<file path="src/rtl/mult_axi_master_if.sv">
// Bus bundle between mult_axi_master and its environment: command/result
// handshakes on the user side and the AXI-lite channels towards the
// multiplier slave.
interface mult_axi_master_if #(
  parameter int DATA_WIDTH = 32,
  parameter int ADDR_WIDTH = 8,
  parameter int RESP_WIDTH = 3
) ();

  // command side
  logic                    cmd_valid;
  logic                    cmd_ready;
  logic [DATA_WIDTH-1:0]   cmd_a;
  logic [DATA_WIDTH-1:0]   cmd_b;

  // result side
  logic                    res_valid;
  logic                    res_ready;
  logic [DATA_WIDTH-1:0]   res_product;
  logic                    res_overflow;
  logic                    res_err;

  // AXI-lite write address / data / response
  logic [ADDR_WIDTH-1:0]   m2_axi_awaddr;
  logic                    m2_axi_awvalid;
  logic                    m2_axi_awready;
  logic [DATA_WIDTH-1:0]   m2_axi_wdata;
  logic [DATA_WIDTH/8-1:0] m2_axi_wstrb;
  logic                    m2_axi_wvalid;
  logic                    m2_axi_wready;
  logic [RESP_WIDTH-1:0]   m2_axi_bresp;
  logic                    m2_axi_bvalid;
  logic                    m2_axi_bready;

  // AXI-lite read address / data
  logic [ADDR_WIDTH-1:0]   m2_axi_araddr;
  logic                    m2_axi_arvalid;
  logic                    m2_axi_arready;
  logic [DATA_WIDTH-1:0]   m2_axi_rdata;
  logic [RESP_WIDTH-1:0]   m2_axi_rresp;
  logic                    m2_axi_rvalid;
  logic                    m2_axi_rready;

  // the AXI master block itself
  modport master (
    input  cmd_valid, cmd_a, cmd_b,
    output cmd_ready,
    output res_valid, res_product, res_overflow, res_err,
    input  res_ready,
    output m2_axi_awaddr, m2_axi_awvalid,
    input  m2_axi_awready,
    output m2_axi_wdata, m2_axi_wstrb, m2_axi_wvalid,
    input  m2_axi_wready,
    input  m2_axi_bresp, m2_axi_bvalid,
    output m2_axi_bready,
    output m2_axi_araddr, m2_axi_arvalid,
    input  m2_axi_arready,
    input  m2_axi_rdata, m2_axi_rresp, m2_axi_rvalid,
    output m2_axi_rready
  );

  // the environment: command source, result sink and AXI slave
  modport slave (
    output cmd_valid, cmd_a, cmd_b,
    input  cmd_ready,
    input  res_valid, res_product, res_overflow, res_err,
    output res_ready,
    input  m2_axi_awaddr, m2_axi_awvalid,
    output m2_axi_awready,
    input  m2_axi_wdata, m2_axi_wstrb, m2_axi_wvalid,
    output m2_axi_wready,
    output m2_axi_bresp, m2_axi_bvalid,
    input  m2_axi_bready,
    input  m2_axi_araddr, m2_axi_arvalid,
    output m2_axi_arready,
    output m2_axi_rdata, m2_axi_rresp, m2_axi_rvalid,
    input  m2_axi_rready
  );

endinterface

</file>
<file path="src/rtl/mult_axi_master.sv">
// AXI-lite master driving a memory-mapped multiplier: writes operand A and B,
// reads back the product low word and the overflow flag, then presents the
// result on a valid/ready port. One command in flight; every channel wait is
// bounded by a watchdog that aborts the command with res_err.
module mult_axi_master #(
  parameter int DATA_WIDTH  = 32,
  parameter int ADDR_WIDTH  = 8,
  parameter int RESP_WIDTH  = 3,
  parameter int WDOG_CYCLES = 16
) (
  input  logic           m2_axi_aclk,
  input  logic           m2_axi_aresetn,
  mult_axi_master_if.master bus
);

  localparam int STRB_W = DATA_WIDTH / 8;
  localparam int CNT_W  = $clog2(WDOG_CYCLES + 1);

  localparam logic [ADDR_WIDTH-1:0] ADDR_A   = ADDR_WIDTH'(16);
  localparam logic [ADDR_WIDTH-1:0] ADDR_B   = ADDR_WIDTH'(20);
  localparam logic [ADDR_WIDTH-1:0] ADDR_P   = ADDR_WIDTH'(24);
  localparam logic [ADDR_WIDTH-1:0] ADDR_O   = ADDR_WIDTH'(28);
  localparam logic [CNT_W-1:0]      WDOG_MAX = CNT_W'(WDOG_CYCLES - 1);

  typedef enum logic [2:0] {
    IDLE = 3'd0,
    WR_A = 3'd1,
    WR_B = 3'd2,
    RD_P = 3'd3,
    RD_O = 3'd4,
    DONE = 3'd5
  } state_t;

  state_t                  state_q, state_nxt;

  // per-state handshake progress; cleared whenever the state changes
  logic                    aw_done_q, w_done_q, ar_done_q;
  logic [CNT_W-1:0]        wdog_cnt_q;
  logic                    rst_done_q;

  logic [DATA_WIDTH-1:0]   a_q, b_q;
  logic [DATA_WIDTH-1:0]   res_product_q;
  logic                    res_overflow_q;
  logic                    res_err_q;

  // combinational bus drive
  logic                    cmd_ready_c;
  logic                    awvalid_c, wvalid_c, bready_c, arvalid_c, rready_c;
  logic [ADDR_WIDTH-1:0]   awaddr_c, araddr_c;
  logic [DATA_WIDTH-1:0]   wdata_c;
  logic [STRB_W-1:0]       wstrb_c;
  logic                    res_valid_c;

  // handshake / event decode
  logic                    in_wr, in_rd;
  logic                    cmd_acc, aw_hs, w_hs, ar_hs;
  logic                    wr_cmpl, rd_cmpl, wdog_hit;
  logic                    b_err, r_err;

  assign in_wr    = (state_q == WR_A) || (state_q == WR_B);
  assign in_rd    = (state_q == RD_P) || (state_q == RD_O);
  assign cmd_acc  = bus.cmd_valid & cmd_ready_c;
  assign aw_hs    = awvalid_c & bus.m2_axi_awready;
  assign w_hs     = wvalid_c & bus.m2_axi_wready;
  assign ar_hs    = arvalid_c & bus.m2_axi_arready;
  // a B response counts once both AW and W have completed, including when the
  // last of them completes in this very cycle
  assign wr_cmpl  = in_wr & bus.m2_axi_bvalid &
                    (aw_done_q | aw_hs) & (w_done_q | w_hs);
  // the slave holds rvalid high from earlier reads, so only data seen after
  // the AR handshake cycle belongs to this read
  assign rd_cmpl  = in_rd & bus.m2_axi_rvalid & ar_done_q;
  // bready/rready are held for the whole of every bus state, so something is
  // always pending there; any handshake or completion this cycle re-arms it
  assign wdog_hit = (in_wr | in_rd) & (wdog_cnt_q == WDOG_MAX) &
                    ~aw_hs & ~w_hs & ~ar_hs & ~wr_cmpl & ~rd_cmpl;
  assign b_err    = (bus.m2_axi_bresp != '0);
  assign r_err    = (bus.m2_axi_rresp != '0);

  // state register
  always_ff @(posedge m2_axi_aclk or negedge m2_axi_aresetn) begin
    if (!m2_axi_aresetn) state_q <= IDLE;
    else                 state_q <= state_nxt;
  end

  // next-state decode: fixed walk IDLE->WR_A->WR_B->RD_P->RD_O->DONE, errors
  // and watchdog expiry short-cut to DONE
  always_comb begin
    state_nxt = state_q;
    case (state_q)
      IDLE: if (cmd_acc) state_nxt = WR_A;
      WR_A: begin
        if (wr_cmpl)       state_nxt = b_err ? DONE : WR_B;
        else if (wdog_hit) state_nxt = DONE;
      end
      WR_B: begin
        if (wr_cmpl)       state_nxt = b_err ? DONE : RD_P;
        else if (wdog_hit) state_nxt = DONE;
      end
      RD_P: begin
        if (rd_cmpl)       state_nxt = r_err ? DONE : RD_O;
        else if (wdog_hit) state_nxt = DONE;
      end
      RD_O: begin
        if (rd_cmpl || wdog_hit) state_nxt = DONE;
      end
      DONE: if (bus.res_ready) state_nxt = IDLE;
      default: state_nxt = IDLE;
    endcase
  end

  // output decode: valids/readies/addresses follow the state and progress flags
  always_comb begin
    cmd_ready_c = 1'b0;
    awvalid_c   = 1'b0;
    wvalid_c    = 1'b0;
    bready_c    = 1'b0;
    arvalid_c   = 1'b0;
    rready_c    = 1'b0;
    awaddr_c    = '0;
    araddr_c    = '0;
    wdata_c     = '0;
    wstrb_c     = '0;
    res_valid_c = 1'b0;
    case (state_q)
      IDLE: cmd_ready_c = rst_done_q;
      WR_A: begin
        awvalid_c = ~aw_done_q;
        wvalid_c  = ~w_done_q;
        bready_c  = 1'b1;
        awaddr_c  = ADDR_A;
        wdata_c   = a_q;
        wstrb_c   = '1;
      end
      WR_B: begin
        awvalid_c = ~aw_done_q;
        wvalid_c  = ~w_done_q;
        bready_c  = 1'b1;
        awaddr_c  = ADDR_B;
        wdata_c   = b_q;
        wstrb_c   = '1;
      end
      RD_P: begin
        arvalid_c = ~ar_done_q;
        rready_c  = 1'b1;
        araddr_c  = ADDR_P;
      end
      RD_O: begin
        arvalid_c = ~ar_done_q;
        rready_c  = 1'b1;
        araddr_c  = ADDR_O;
      end
      DONE: res_valid_c = 1'b1;
      default: ;
    endcase
  end

  assign bus.cmd_ready      = cmd_ready_c;
  assign bus.m2_axi_awvalid = awvalid_c;
  assign bus.m2_axi_awaddr  = awaddr_c;
  assign bus.m2_axi_wvalid  = wvalid_c;
  assign bus.m2_axi_wdata   = wdata_c;
  assign bus.m2_axi_wstrb   = wstrb_c;
  assign bus.m2_axi_bready  = bready_c;
  assign bus.m2_axi_arvalid = arvalid_c;
  assign bus.m2_axi_araddr  = araddr_c;
  assign bus.m2_axi_rready  = rready_c;
  assign bus.res_valid      = res_valid_c;
  assign bus.res_product    = res_product_q;
  assign bus.res_overflow   = res_overflow_q;
  assign bus.res_err        = res_err_q;

  // handshake progress flags and watchdog, restarted on every state entry
  always_ff @(posedge m2_axi_aclk or negedge m2_axi_aresetn) begin
    if (!m2_axi_aresetn) begin
      aw_done_q  <= 1'b0;
      w_done_q   <= 1'b0;
      ar_done_q  <= 1'b0;
      wdog_cnt_q <= '0;
    end else if (state_nxt != state_q) begin
      aw_done_q  <= 1'b0;
      w_done_q   <= 1'b0;
      ar_done_q  <= 1'b0;
      wdog_cnt_q <= '0;
    end else begin
      if (aw_hs) aw_done_q <= 1'b1;
      if (w_hs)  w_done_q  <= 1'b1;
      if (ar_hs) ar_done_q <= 1'b1;
      if (aw_hs || w_hs || ar_hs)
        wdog_cnt_q <= '0;
      else if ((in_wr || in_rd) && (wdog_cnt_q != WDOG_MAX))
        wdog_cnt_q <= wdog_cnt_q + 1'b1;
    end
  end

  // cmd_ready stays low until the first clock after reset release
  always_ff @(posedge m2_axi_aclk or negedge m2_axi_aresetn) begin
    if (!m2_axi_aresetn) rst_done_q <= 1'b0;
    else                 rst_done_q <= 1'b1;
  end

  // operand capture on command accept
  always_ff @(posedge m2_axi_aclk or negedge m2_axi_aresetn) begin
    if (!m2_axi_aresetn) begin
      a_q <= '0;
      b_q <= '0;
    end else if (cmd_acc) begin
      a_q <= bus.cmd_a;
      b_q <= bus.cmd_b;
    end
  end

  // result registers: product/overflow only move on an accepted read, so a
  // watchdog abort leaves the previous values in place
  always_ff @(posedge m2_axi_aclk or negedge m2_axi_aresetn) begin
    if (!m2_axi_aresetn) begin
      res_product_q  <= '0;
      res_overflow_q <= 1'b0;
      res_err_q      <= 1'b0;
    end else begin
      if (cmd_acc)
        res_err_q <= 1'b0;
      else if ((wr_cmpl && b_err) || (rd_cmpl && r_err) || wdog_hit)
        res_err_q <= 1'b1;
      if (rd_cmpl && (state_q == RD_P))
        res_product_q <= bus.m2_axi_rdata;
      if (rd_cmpl && (state_q == RD_O))
        res_overflow_q <= bus.m2_axi_rdata[0];
    end
  end

endmodule

</file>
<file path="src/flat_wrapper.sv">
// flat-port wrapper written by rule: the top's interface ports become plain ports
module mult_axi_master_flat 
#(
  parameter int DATA_WIDTH  = 32,
  parameter int ADDR_WIDTH  = 8,
  parameter int RESP_WIDTH  = 3,
  parameter int WDOG_CYCLES = 16
)
  (m2_axi_aclk, m2_axi_aresetn, bus_cmd_valid, bus_cmd_a, bus_cmd_b, bus_cmd_ready, bus_res_valid, bus_res_product, bus_res_overflow, bus_res_err, bus_res_ready, bus_m2_axi_awaddr, bus_m2_axi_awvalid, bus_m2_axi_awready, bus_m2_axi_wdata, bus_m2_axi_wstrb, bus_m2_axi_wvalid, bus_m2_axi_wready, bus_m2_axi_bresp, bus_m2_axi_bvalid, bus_m2_axi_bready, bus_m2_axi_araddr, bus_m2_axi_arvalid, bus_m2_axi_arready, bus_m2_axi_rdata, bus_m2_axi_rresp, bus_m2_axi_rvalid, bus_m2_axi_rready);
  mult_axi_master_if #(.DATA_WIDTH(DATA_WIDTH), .ADDR_WIDTH(ADDR_WIDTH), .RESP_WIDTH(RESP_WIDTH)) bus_i ();
  input  logic m2_axi_aclk;
  input  logic m2_axi_aresetn;
  input wire logic [$bits(bus_i.cmd_valid)-1:0] bus_cmd_valid;
  input wire logic [$bits(bus_i.cmd_a)-1:0] bus_cmd_a;
  input wire logic [$bits(bus_i.cmd_b)-1:0] bus_cmd_b;
  output wire logic [$bits(bus_i.cmd_ready)-1:0] bus_cmd_ready;
  output wire logic [$bits(bus_i.res_valid)-1:0] bus_res_valid;
  output wire logic [$bits(bus_i.res_product)-1:0] bus_res_product;
  output wire logic [$bits(bus_i.res_overflow)-1:0] bus_res_overflow;
  output wire logic [$bits(bus_i.res_err)-1:0] bus_res_err;
  input wire logic [$bits(bus_i.res_ready)-1:0] bus_res_ready;
  output wire logic [$bits(bus_i.m2_axi_awaddr)-1:0] bus_m2_axi_awaddr;
  output wire logic [$bits(bus_i.m2_axi_awvalid)-1:0] bus_m2_axi_awvalid;
  input wire logic [$bits(bus_i.m2_axi_awready)-1:0] bus_m2_axi_awready;
  output wire logic [$bits(bus_i.m2_axi_wdata)-1:0] bus_m2_axi_wdata;
  output wire logic [$bits(bus_i.m2_axi_wstrb)-1:0] bus_m2_axi_wstrb;
  output wire logic [$bits(bus_i.m2_axi_wvalid)-1:0] bus_m2_axi_wvalid;
  input wire logic [$bits(bus_i.m2_axi_wready)-1:0] bus_m2_axi_wready;
  input wire logic [$bits(bus_i.m2_axi_bresp)-1:0] bus_m2_axi_bresp;
  input wire logic [$bits(bus_i.m2_axi_bvalid)-1:0] bus_m2_axi_bvalid;
  output wire logic [$bits(bus_i.m2_axi_bready)-1:0] bus_m2_axi_bready;
  output wire logic [$bits(bus_i.m2_axi_araddr)-1:0] bus_m2_axi_araddr;
  output wire logic [$bits(bus_i.m2_axi_arvalid)-1:0] bus_m2_axi_arvalid;
  input wire logic [$bits(bus_i.m2_axi_arready)-1:0] bus_m2_axi_arready;
  input wire logic [$bits(bus_i.m2_axi_rdata)-1:0] bus_m2_axi_rdata;
  input wire logic [$bits(bus_i.m2_axi_rresp)-1:0] bus_m2_axi_rresp;
  input wire logic [$bits(bus_i.m2_axi_rvalid)-1:0] bus_m2_axi_rvalid;
  output wire logic [$bits(bus_i.m2_axi_rready)-1:0] bus_m2_axi_rready;
  assign bus_i.cmd_valid = bus_cmd_valid;
  assign bus_i.cmd_a = bus_cmd_a;
  assign bus_i.cmd_b = bus_cmd_b;
  assign bus_cmd_ready = bus_i.cmd_ready;
  assign bus_res_valid = bus_i.res_valid;
  assign bus_res_product = bus_i.res_product;
  assign bus_res_overflow = bus_i.res_overflow;
  assign bus_res_err = bus_i.res_err;
  assign bus_i.res_ready = bus_res_ready;
  assign bus_m2_axi_awaddr = bus_i.m2_axi_awaddr;
  assign bus_m2_axi_awvalid = bus_i.m2_axi_awvalid;
  assign bus_i.m2_axi_awready = bus_m2_axi_awready;
  assign bus_m2_axi_wdata = bus_i.m2_axi_wdata;
  assign bus_m2_axi_wstrb = bus_i.m2_axi_wstrb;
  assign bus_m2_axi_wvalid = bus_i.m2_axi_wvalid;
  assign bus_i.m2_axi_wready = bus_m2_axi_wready;
  assign bus_i.m2_axi_bresp = bus_m2_axi_bresp;
  assign bus_i.m2_axi_bvalid = bus_m2_axi_bvalid;
  assign bus_m2_axi_bready = bus_i.m2_axi_bready;
  assign bus_m2_axi_araddr = bus_i.m2_axi_araddr;
  assign bus_m2_axi_arvalid = bus_i.m2_axi_arvalid;
  assign bus_i.m2_axi_arready = bus_m2_axi_arready;
  assign bus_i.m2_axi_rdata = bus_m2_axi_rdata;
  assign bus_i.m2_axi_rresp = bus_m2_axi_rresp;
  assign bus_i.m2_axi_rvalid = bus_m2_axi_rvalid;
  assign bus_m2_axi_rready = bus_i.m2_axi_rready;
  mult_axi_master #(.DATA_WIDTH(DATA_WIDTH), .ADDR_WIDTH(ADDR_WIDTH), .RESP_WIDTH(RESP_WIDTH), .WDOG_CYCLES(WDOG_CYCLES)) u_core (.m2_axi_aclk(m2_axi_aclk), .m2_axi_aresetn(m2_axi_aresetn), .bus(bus_i));
endmodule
</file>
<file path="config.mk">
export PLATFORM = sky130hd
export DESIGN_NAME = mult_axi_master_flat
export DESIGN_NICKNAME = d
export VERILOG_FILES = /design/src/rtl/mult_axi_master_if.sv /design/src/rtl/mult_axi_master.sv /design/src/flat_wrapper.sv
export SDC_FILE = /design/constraint.sdc
export NUM_CORES = 1
export LEC_CHECK = 0
export BUFFER_PORTS_ARGS = -buffer_cell sky130_fd_sc_hd__buf_2
export CAP_MARGIN = 40
export CELL_PAD_IN_SITES_DETAIL_PLACEMENT = 2
export CELL_PAD_IN_SITES_GLOBAL_PLACEMENT = 2
export CORE_ASPECT_RATIO = 0.6
export CORE_MARGIN = 1
export CORE_UTILIZATION = 33
export DETAILED_ROUTE_END_ITERATION = 7
export PLACE_DENSITY = 0.84
export SETUP_SLACK_MARGIN = 0.05
export SYNTH_ARGS = -nofsm -noshare
export SYNTH_HDL_FRONTEND = slang
export SYNTH_SLANG_ARGS = --single-unit
</file>
<file path="constraint.sdc">
create_clock -name m2_axi_aclk -period 5.4 [get_ports m2_axi_aclk]
set_clock_uncertainty 0.05 [all_clocks]
set_input_delay 0.27 -clock m2_axi_aclk [delete_from_list [all_inputs] [get_ports m2_axi_aclk]]
set_output_delay 0.27 -clock m2_axi_aclk [all_outputs]
set_load 0.01 [all_outputs]
</file>
==> results of run 1 <==
[critical path, cell delays in order, from the launching register on]
cell and delay (ns):
dfrtp_1 0.70, nor4b_2 0.12, and2_2 0.37, buf_4 0.38, a2111oi_2 0.68, nand2_1 0.29, a211oi_2 0.26
[cell families (layout without fill, tap and decap cells)]
family	after synthesis	in the layout	share of synthesized area (%)
adders and majority gates	3	3	0.690
xor gates and xnor gates	4	4	0.690
AOI/OAI and AO/OA	67	67	10.7
DFF	110	110	54.2
buffers and inverters	49	220	5.77
and+or+nand+nor	55	55	6.07
muxes	98	98	21.7
other	2	14	0.148
[power by group through the flow]
stage	clock network (mW)	logic, mW	registers (mW)
floorplan	0	0.894	1.31
global placement	0	1.23	1.34
detailed placement	0	1.28	1.39
CTS	0.667	1.29	1.37
global route	0.693	1.38	1.41
finish	0.641	1.27	1.36
[flip-flops by register name, indices dropped and copies added (netlist names)]
signal	cells
u_core.w_done_q	1
u_core.state_q	3
u_core.bus.res_product	32
u_core.aw_done_q	1
u_core.ar_done_q	1
u_core.wdog_cnt_q	5
u_core.bus.res_overflow	1
u_core.rst_done_q	1
u_core.a_q	32
u_core.bus.res_err	1
u_core.b_q	32
[cell type report]
type	instances	area (um2)
fill	1522	8360
sequential	110	2750
multi-input combinational	239	2080
timing repair buffer	198	1010
tap	198	248
clock buffer	10	229
clock inverter	6	51.3
inverter	6	27.5
antenna	2	5.00
[metrics by stage]
| stage | std cells | utilization [%] |
|---|---|---|
| after floorplan | 398 | - |
| after global placement | 750 | 41.4 |
| after detailed placement | 750 | 41.4 |
| after CTS | 767 | 43.4 |
| after global routing | 767 | 43.4 |
| final | 769 | 43.4 |
[what timing repair did]
action | 4_1_cts | 5_1_grt
gates resized for setup | 0 | 0
hold buffers | 1 | 0
hold endpoints to repair | 49 | 0
[path summary, 6_finish.rpt]
kind | start | endpoint | slack, ns | cells past startpoint
max in group asynchronous | m2_axi_aresetn | u_core.state_q[0] | 3.58 | 3
max reg2reg | u_core.state_q[1] | u_core.aw_done_q | 2.41 | 6
min | bus_m2_axi_rdata[2] | u_core.bus.res_product[2] | 0.11 | 2
max | u_core.state_q[1] | u_core.aw_done_q | 2.41 | 6
min in group asynchronous | m2_axi_aresetn | u_core.state_q[1] | 0.46 | 2
min reg2reg | u_core.bus.res_product[27] | u_core.bus.res_product[27] | 0.46 | 1
[layer usage]
metal	track usage, %	vias up	part of all wire [%]
met5	0	-	0
met4	3.19	0	0.34
met3	5.90	5	6.9
met2	31.5	131	46
met1	26.5	1948	46
li1	-	1737	-
[layout by cell type (no fill, tap or decap), types with 5 or more instances in the layout]
| master | synthesis | final |
|---|---|---|
| dfrtp_1 | 110 | 110 |
| buf_4 | 18 | 6 |
| a21oi_1 | 12 | 12 |
| a22o_1 | 32 | 32 |
| mux2_2 | 98 | 98 |
| conb_1 | 2 | 12 |
| nand3_1 | 5 | 5 |
| nand2_1 | 8 | 8 |
| nor2_1 | 8 | 7 |
| inv_1 | 5 | 5 |
| clkbuf_16 | 0 | 9 |
| inv_6 | 1 | 5 |
| buf_2 | 11 | 191 |
| nor3_1 | 11 | 10 |
==> metrics.md, run 1 <==
| Metric | Value |
|---|---|
| Pin count of the biggest net entering global routing | 62 |
| Overflow left after global routing | 0 |
| Flip-flop and latch count after synthesis | 110 |
| Core area | 0.0148 mm2 |
| Postcts setup bufs | 0 |
| Root buffer cell | clkbuf_16 |
| Peak supply drop | 154 uV |
| Leak pwr | 3.24 nW |
| Share of async-settable or async-resettable flops after synthesis | 100% |
| Area after DPL | 0.00611 mm2 |
| Max-slew headroom | 48.1% |
| Residual antenna-violating net count after detailed routing | 0 |
| Leading cell types by count after synthesis | dfrtp_1 (110), mux2_2 (98), a22o_1 (32) |
| Number of instances in the synthesized netlist | 388 |
| Share of the clock period used by the worst path | 55.4% |
| Number of rows created at floorplan | 34 |
| Number of max-cap violations | 0 |
| Clock power frac | 19.6% |
| Critical path start-end classification | flip-flop to flip-flop |
| Placer's final routability congestion estimate | 0.840 |
| Placed wire-length estimate | 11.6 mm |
| First-pass GRT wire length | 23.9 mm |
| Switching part of the total power | 36.1% |
| Clock buffer count from CTS | 9 |
| Buffers on Ports | 192 |
| Insertion delay of the later-clocked pin in the worst-skew pair | 0.33 ns |
| Result of the run | finished, final reports clean |
| Final Hold Fails | 0 |
| Top FF cell, synth | dfrtp_1 |
| Measured slew at the worst slew-check pin | 0.779 ns |
| Post-route design area | 0.00640 mm2 |
| Switching pwr | 1.18 mW |
| Maximum net fanout on the critical path | 50 |
| RSZ-0062 raised after global routing | false |
| TritonCTS clock tree | done |
| Crit path launch type | flip-flop |
| Avg WL per Cell | 19.7 um |
| Iter 0 DRT Violations | 150 |
| Most area-hungry cell type in the Yosys netlist | dfrtp_1 |
| GRT Resource Usage Total | 19.6% |
| CTS H-tree lvls | 3 |
| Total negative slack | 0 ns |
| Total chip power | 3.27 mW |
| Yosys top cell area share | 54.2% |
| Final Net Count | 677 |
| Worst endpoint data arrival time | 3.19 ns |
| Area Overhead vs Synth | 26.2% |
| Clock sink total | 110 |
| Seq/Total Area, Yosys | 54.2% |
| Fraction of final layout cells sized beyond drive strength 1 | 56.8% |
| Number of buffers on the longest clock path | 2 |
| Sequential fraction of design power | 41.7% |
| Slew Limit Fails | 0 |
| Clock-pin slew on the worst setup and hold paths | 0.08 ns |
| Power share of the combinational group | 38.7% |
| Vias after detailed routing | 3821 |
| Top post-synthesis cells by area | dfrtp_1 (54%), mux2_2 (22%), a22o_1 (5.5%) |
| Power density of the placed cells | 511 mW/mm2 |
| Worst Hold Class | input pin to flip-flop |
| Pre-CTS setup slack | 2.42 ns |
| Die boundary height | 98.1 um |
| Router iterations before antenna repair | 4 |
| Internal Dissipation | 2.09 mW |
| Most frequent cell after synthesis | dfrtp_1 |
| Number of synthesized flops with an enable pin | 0 |
| DR DRC count | 0 |
| Synthesized area per cell | 13.1 um2 |
| Final critical-path setup slack | 2.41 ns |
| Count of endpoints failing setup in the final report | 0 |
| Post-synth design cell area | 0.00507 mm2 |
| Warnings, synthesis | 0 |
| Die Outline Area | 0.0159 mm2 |
| Data required, critical path | 5.60 ns |
| Die width | 162 um |
| Max Freq | 334 MHz |
| Number of primary I/O pins | 204 |
| Wire length reported by the detailed router | 15.1 mm |
| Via count of the first global-routing pass | 4281 |
| Routed via count divided by cell count | 4.97 |
| Library cells used by synthesis | 49 |
| Initial cell density of the core | 34.4% |
| Number of antenna violations at the first check in global routing | 1 |
| Final hold slack | 0.106 ns |
| Clock period minus worst slack | 2.99 ns |
| Crit end category | flip-flop |
No activity file was read; power rests on OpenSTA's default activity.
==> run 2: changes to the inputs <==
Settings changed: ABC_AREA set to 1, CORE_UTILIZATION 33 to 25, PLACE_DENSITY 0.84 to 0.75.
Clock period 5.4 ns to 2.4 ns, I/O delays scaled along.
==> metrics.md, run 2 <==
| Metric | Value |
|---|---|
| TritonCTS clock tree | done (unchanged) |
| Final Hold Fails | 0 (unchanged) |
| Via count of the first global-routing pass | 5412 (was 4281) |
| Initial cell density of the core | 26.0% (was 34.4%) |
| Final critical-path setup slack | 0.254 ns (was 2.41 ns) |
| Fraction of final layout cells sized beyond drive strength 1 | 35.1% (was 56.8%) |
| Total chip power | 6.55 mW (was 3.27 mW) |
| RSZ-0062 raised after global routing | false (unchanged) |
| Simple logic cell fraction of the synthesized area | 23.5% (was 6.07%) |
| Slew Limit Fails | 0 (unchanged) |
| GRT Resource Usage Total | 19.4% (was 19.6%) |
| Seq/Total Area, Yosys | 54.5% (was 54.2%) |
| Data required, critical path | 2.61 ns (was 5.60 ns) |
| Grt met1 use | 24.1% (was 26.5%) |
| Measured slew at the worst slew-check pin | 0.672 ns (was 0.779 ns) |
| Placer's final routability congestion estimate | 0.783 (was 0.840) |
| Global Route met3 Usage | 5.39% (was 5.90%) |
| Area after DPL | 0.00627 mm2 (was 0.00611 mm2) |
| DR DRC count | 0 (unchanged) |
| Share of the clock period used by the worst path | 89.4% (was 55.4%) |
| Met2 usage | 33.2% (was 31.5%) |
| Crit path launch type | flip-flop (unchanged) |
| Leading cell types by count after synthesis | nand2_1 (224), dfrtp_1 (110), a22o_1 (32) (was dfrtp_1 (110), mux2_2 (98), a22o_1 (32)) |
| GRT busiest layer | met2 (unchanged) |
| Iter 0 DRT Violations | 199 (was 150) |
| Parity-gate share of the synthesized area counting xor and xnor cells | 0% (was 0.690%) |
| Number of max-cap violations | 0 (unchanged) |
| Routed via count divided by cell count | 4.40 (was 4.97) |
| Overflow left after global routing | 0 (unchanged) |
| Number of primary I/O pins | 204 (unchanged) |
| Insertion delay of the later-clocked pin in the worst-skew pair | 0.36 ns (was 0.33 ns) |
| Top post-synthesis cells by area | dfrtp_1 (54%), nand2_1 (17%), mux2_2 (6.9%) (was dfrtp_1 (54%), mux2_2 (22%), a22o_1 (5.5%)) |
| Pin count of the biggest net entering global routing | 111 (was 62) |
| Total negative slack | 0 ns (unchanged) |
| First-pass GRT wire length | 30.8 mm (was 23.9 mm) |
| Main combinational cell family by area after synthesis | simple AND/OR/NAND/NOR gates (was multiplexers) |
| Maximum net fanout on the critical path | 8 (was 50) |
| Library cells used by synthesis | 30 (was 49) |
| Power density of the placed cells | 864 mW/mm2 (was 511 mW/mm2) |
| Crit end category | flip-flop (unchanged) |
| Peak supply drop | 363 uV (was 154 uV) |
| Pre-CTS setup slack | 0.160 ns (was 2.42 ns) |
| Die boundary height | 112 um (was 98.1 um) |
| Number of buffers on the longest clock path | 2 (unchanged) |
| Synthesized area per cell | 9.34 um2 (was 13.1 um2) |
| Final core utilization | 39.1% (was 43.4%) |
| Number of antenna violations at the first check in global routing | 2 (was 1) |
| Number of rows created at floorplan | 39 (was 34) |
| Core area | 0.0194 mm2 (was 0.0148 mm2) |
| Warnings, synthesis | 0 (unchanged) |
| Result of the run | finished, final reports clean (unchanged) |
| Avg WL per Cell | 17.9 um (was 19.7 um) |
| Count of endpoints failing setup in the final report | 0 (unchanged) |
| Final hold slack | 0.0379 ns (was 0.106 ns) |
| Post-synthesis compound-gate area fraction | 7.88% (was 10.7%) |
| Critical path start-end classification | flip-flop to flip-flop (unchanged) |
| Cell Count Post-Placement | 978 (was 750) |
| Post-synth design cell area | 0.00505 mm2 (was 0.00507 mm2) |
| Most common cell after layout, fill and taps aside | nand2_1 (was buf_2) |
| Placed wire-length estimate | 12.1 mm (was 11.6 mm) |
| Max Freq | 466 MHz (was 334 MHz) |
| Clock period minus worst slack | 2.15 ns (was 2.99 ns) |
| Root buffer cell | clkbuf_16 (unchanged) |
| Worst Hold Class | input pin to flip-flop (unchanged) |
| Final Net Count | 938 (was 677) |
| Wire length reported by the detailed router | 19.7 mm (was 15.1 mm) |
| Top FF cell, synth | dfrtp_1 (unchanged) |
| Area Overhead vs Synth | 50.2% (was 26.2%) |
| Most frequent cell after synthesis | nand2_1 (was dfrtp_1) |
| Router iterations before antenna repair | 4 (unchanged) |
| Die Outline Area | 0.0208 mm2 (was 0.0159 mm2) |
| Most used cells in the layout excluding fill and tap cells | nand2_1 (222), buf_2 (191), dfrtp_1 (108) (was buf_2 (191), dfrtp_1 (110), mux2_2 (98)) |
| Buffers on Ports | 192 (unchanged) |
| Clock sink total | 110 (unchanged) |
| Vias after detailed routing | 4831 (was 3821) |
| Number of synthesized flops with an enable pin | 0 (unchanged) |
| Die width | 186 um (was 162 um) |
| Leak pwr | 4.19 nW (was 3.24 nW) |
| Post-route design area | 0.00758 mm2 (was 0.00640 mm2) |
| Number of instances in the synthesized netlist | 541 (was 388) |
| Clock-pin slew on the worst setup and hold paths | 0.08 ns (about the same) |
| Yosys top cell area share | 54.5% (was 54.2%) |
| Flip-flop and latch count after synthesis | 110 (unchanged) |
| Share of synthesized cell area in full adder, half adder and majority cells | 0.495% (was 0.690%) |
| Residual antenna-violating net count after detailed routing | 0 (unchanged) |
| Max-slew headroom | 55.2% (was 48.1%) |
| Mux cell area share after synthesis | 6.91% (was 21.7%) |
| Clock buffer count from CTS | 9 (unchanged) |
| Worst endpoint data arrival time | 2.35 ns (was 3.19 ns) |
| Share of async-settable or async-resettable flops after synthesis | 100% (unchanged) |
| CTS H-tree lvls | 3 (unchanged) |
| Most area-hungry cell type in the Yosys netlist | dfrtp_1 (unchanged) |
| Final instance count without filler cells | 1098 (was 769) |
[run 2: cell count changes in the layout (fill, tap and decap cells not counted), sizes merged, moves of 6 or more]
| cell | previous run | this run |
|---|---|---|
| nand2 | 8 | 231 |
| dlygate4sd3 | 1 | 98 |
| mux2 | 98 | 31 |
| inv | 11 | 29 |
| nor2 | 8 | 23 |
| nand3 | 5 | 17 |
| a211oi | 8 | 0 |
| buf | 197 | 205 |
| nor3 | 11 | 5 |
[run 2: worst paths after layout]
| check | startpoint | to | slack, ns | cells past startpoint |
|---|---|---|---|---|
| max in group asynchronous | m2_axi_aresetn | u_core.state_q[0] | 1.42 | 3 |
| min in group asynchronous | m2_axi_aresetn | u_core.a_q[4] | 0.29 | 3 |
| min reg2reg | u_core.a_q[13] | u_core.a_q[13] | 0.43 | 2 |
| max reg2reg | u_core.state_q[1] | u_core.wdog_cnt_q[0] | 0.25 | 14 |
| min | bus_m2_axi_wready | u_core.w_done_q | 0.04 | 3 |
| max | u_core.state_q[1] | u_core.wdog_cnt_q[0] | 0.25 | 14 |
[run 2: worst max-delay path, stage by stage, from the launching register on]
cell      delay [ns]
dfrtp_2         0.47
inv_1           0.15
nand3_4         0.12
nand2_4         0.16
o211ai_2        0.12
nor2_1          0.18
nand2_1         0.12
nand3_1         0.10
nand2_1         0.05
nand2_1         0.08
nand2_1         0.06
nand2_1         0.11
inv_2           0.06
nand3_4         0.17
nor2_2          0.05
[run 2: area by class of cell]
class                      instances  area, um2
clock buffer                      12        246
antenna                            2       5.00
clock inverter                     4       32.5
fill                            2169      11800
multi-input combinational        372       2040
sequential                       110       2760
inverter                          29        109
tap                              266        333
timing repair buffer             303       2070
[run 2: where the power goes]
| group | internal (mW) | switching, mW | leakage (nW) | total, mW |
|---|---|---|---|---|
| clock | 0.739 | 0.711 | 0.129 | 1.45 |
| sequential | 2.46 | 0.395 | 1.43 | 2.85 |
| combinational | 0.881 | 1.37 | 2.64 | 2.25 |
| total | 4.08 | 2.47 | 4.19 | 6.55 |
[run 2: layer usage]
metal / vias up / part of all wire (%)
li1: 2263 / -
met1: 2397 / 44
met2: 154 / 48
met3: 17 / 6.9
met4: 0 / 0.97
met5: - / 0
[run 2: kinds of logic after synthesis]
family | after synthesis
simple gates | 277
flops | 110
buf+inv | 70
compound gates | 49
mux | 31
fa+ha+maj | 2
other cells | 2
[run 2: timing repair]
| item | in CTS | in global routing |
|---|---|---|
| hold buffers | 98 | 0 |
| hold endpoints to repair | 208 | 0 |
| setup buffers | 0 | 3 |
| gates resized for setup | 0 | 7 |
| setup endpoints to repair | 0 | 8 |
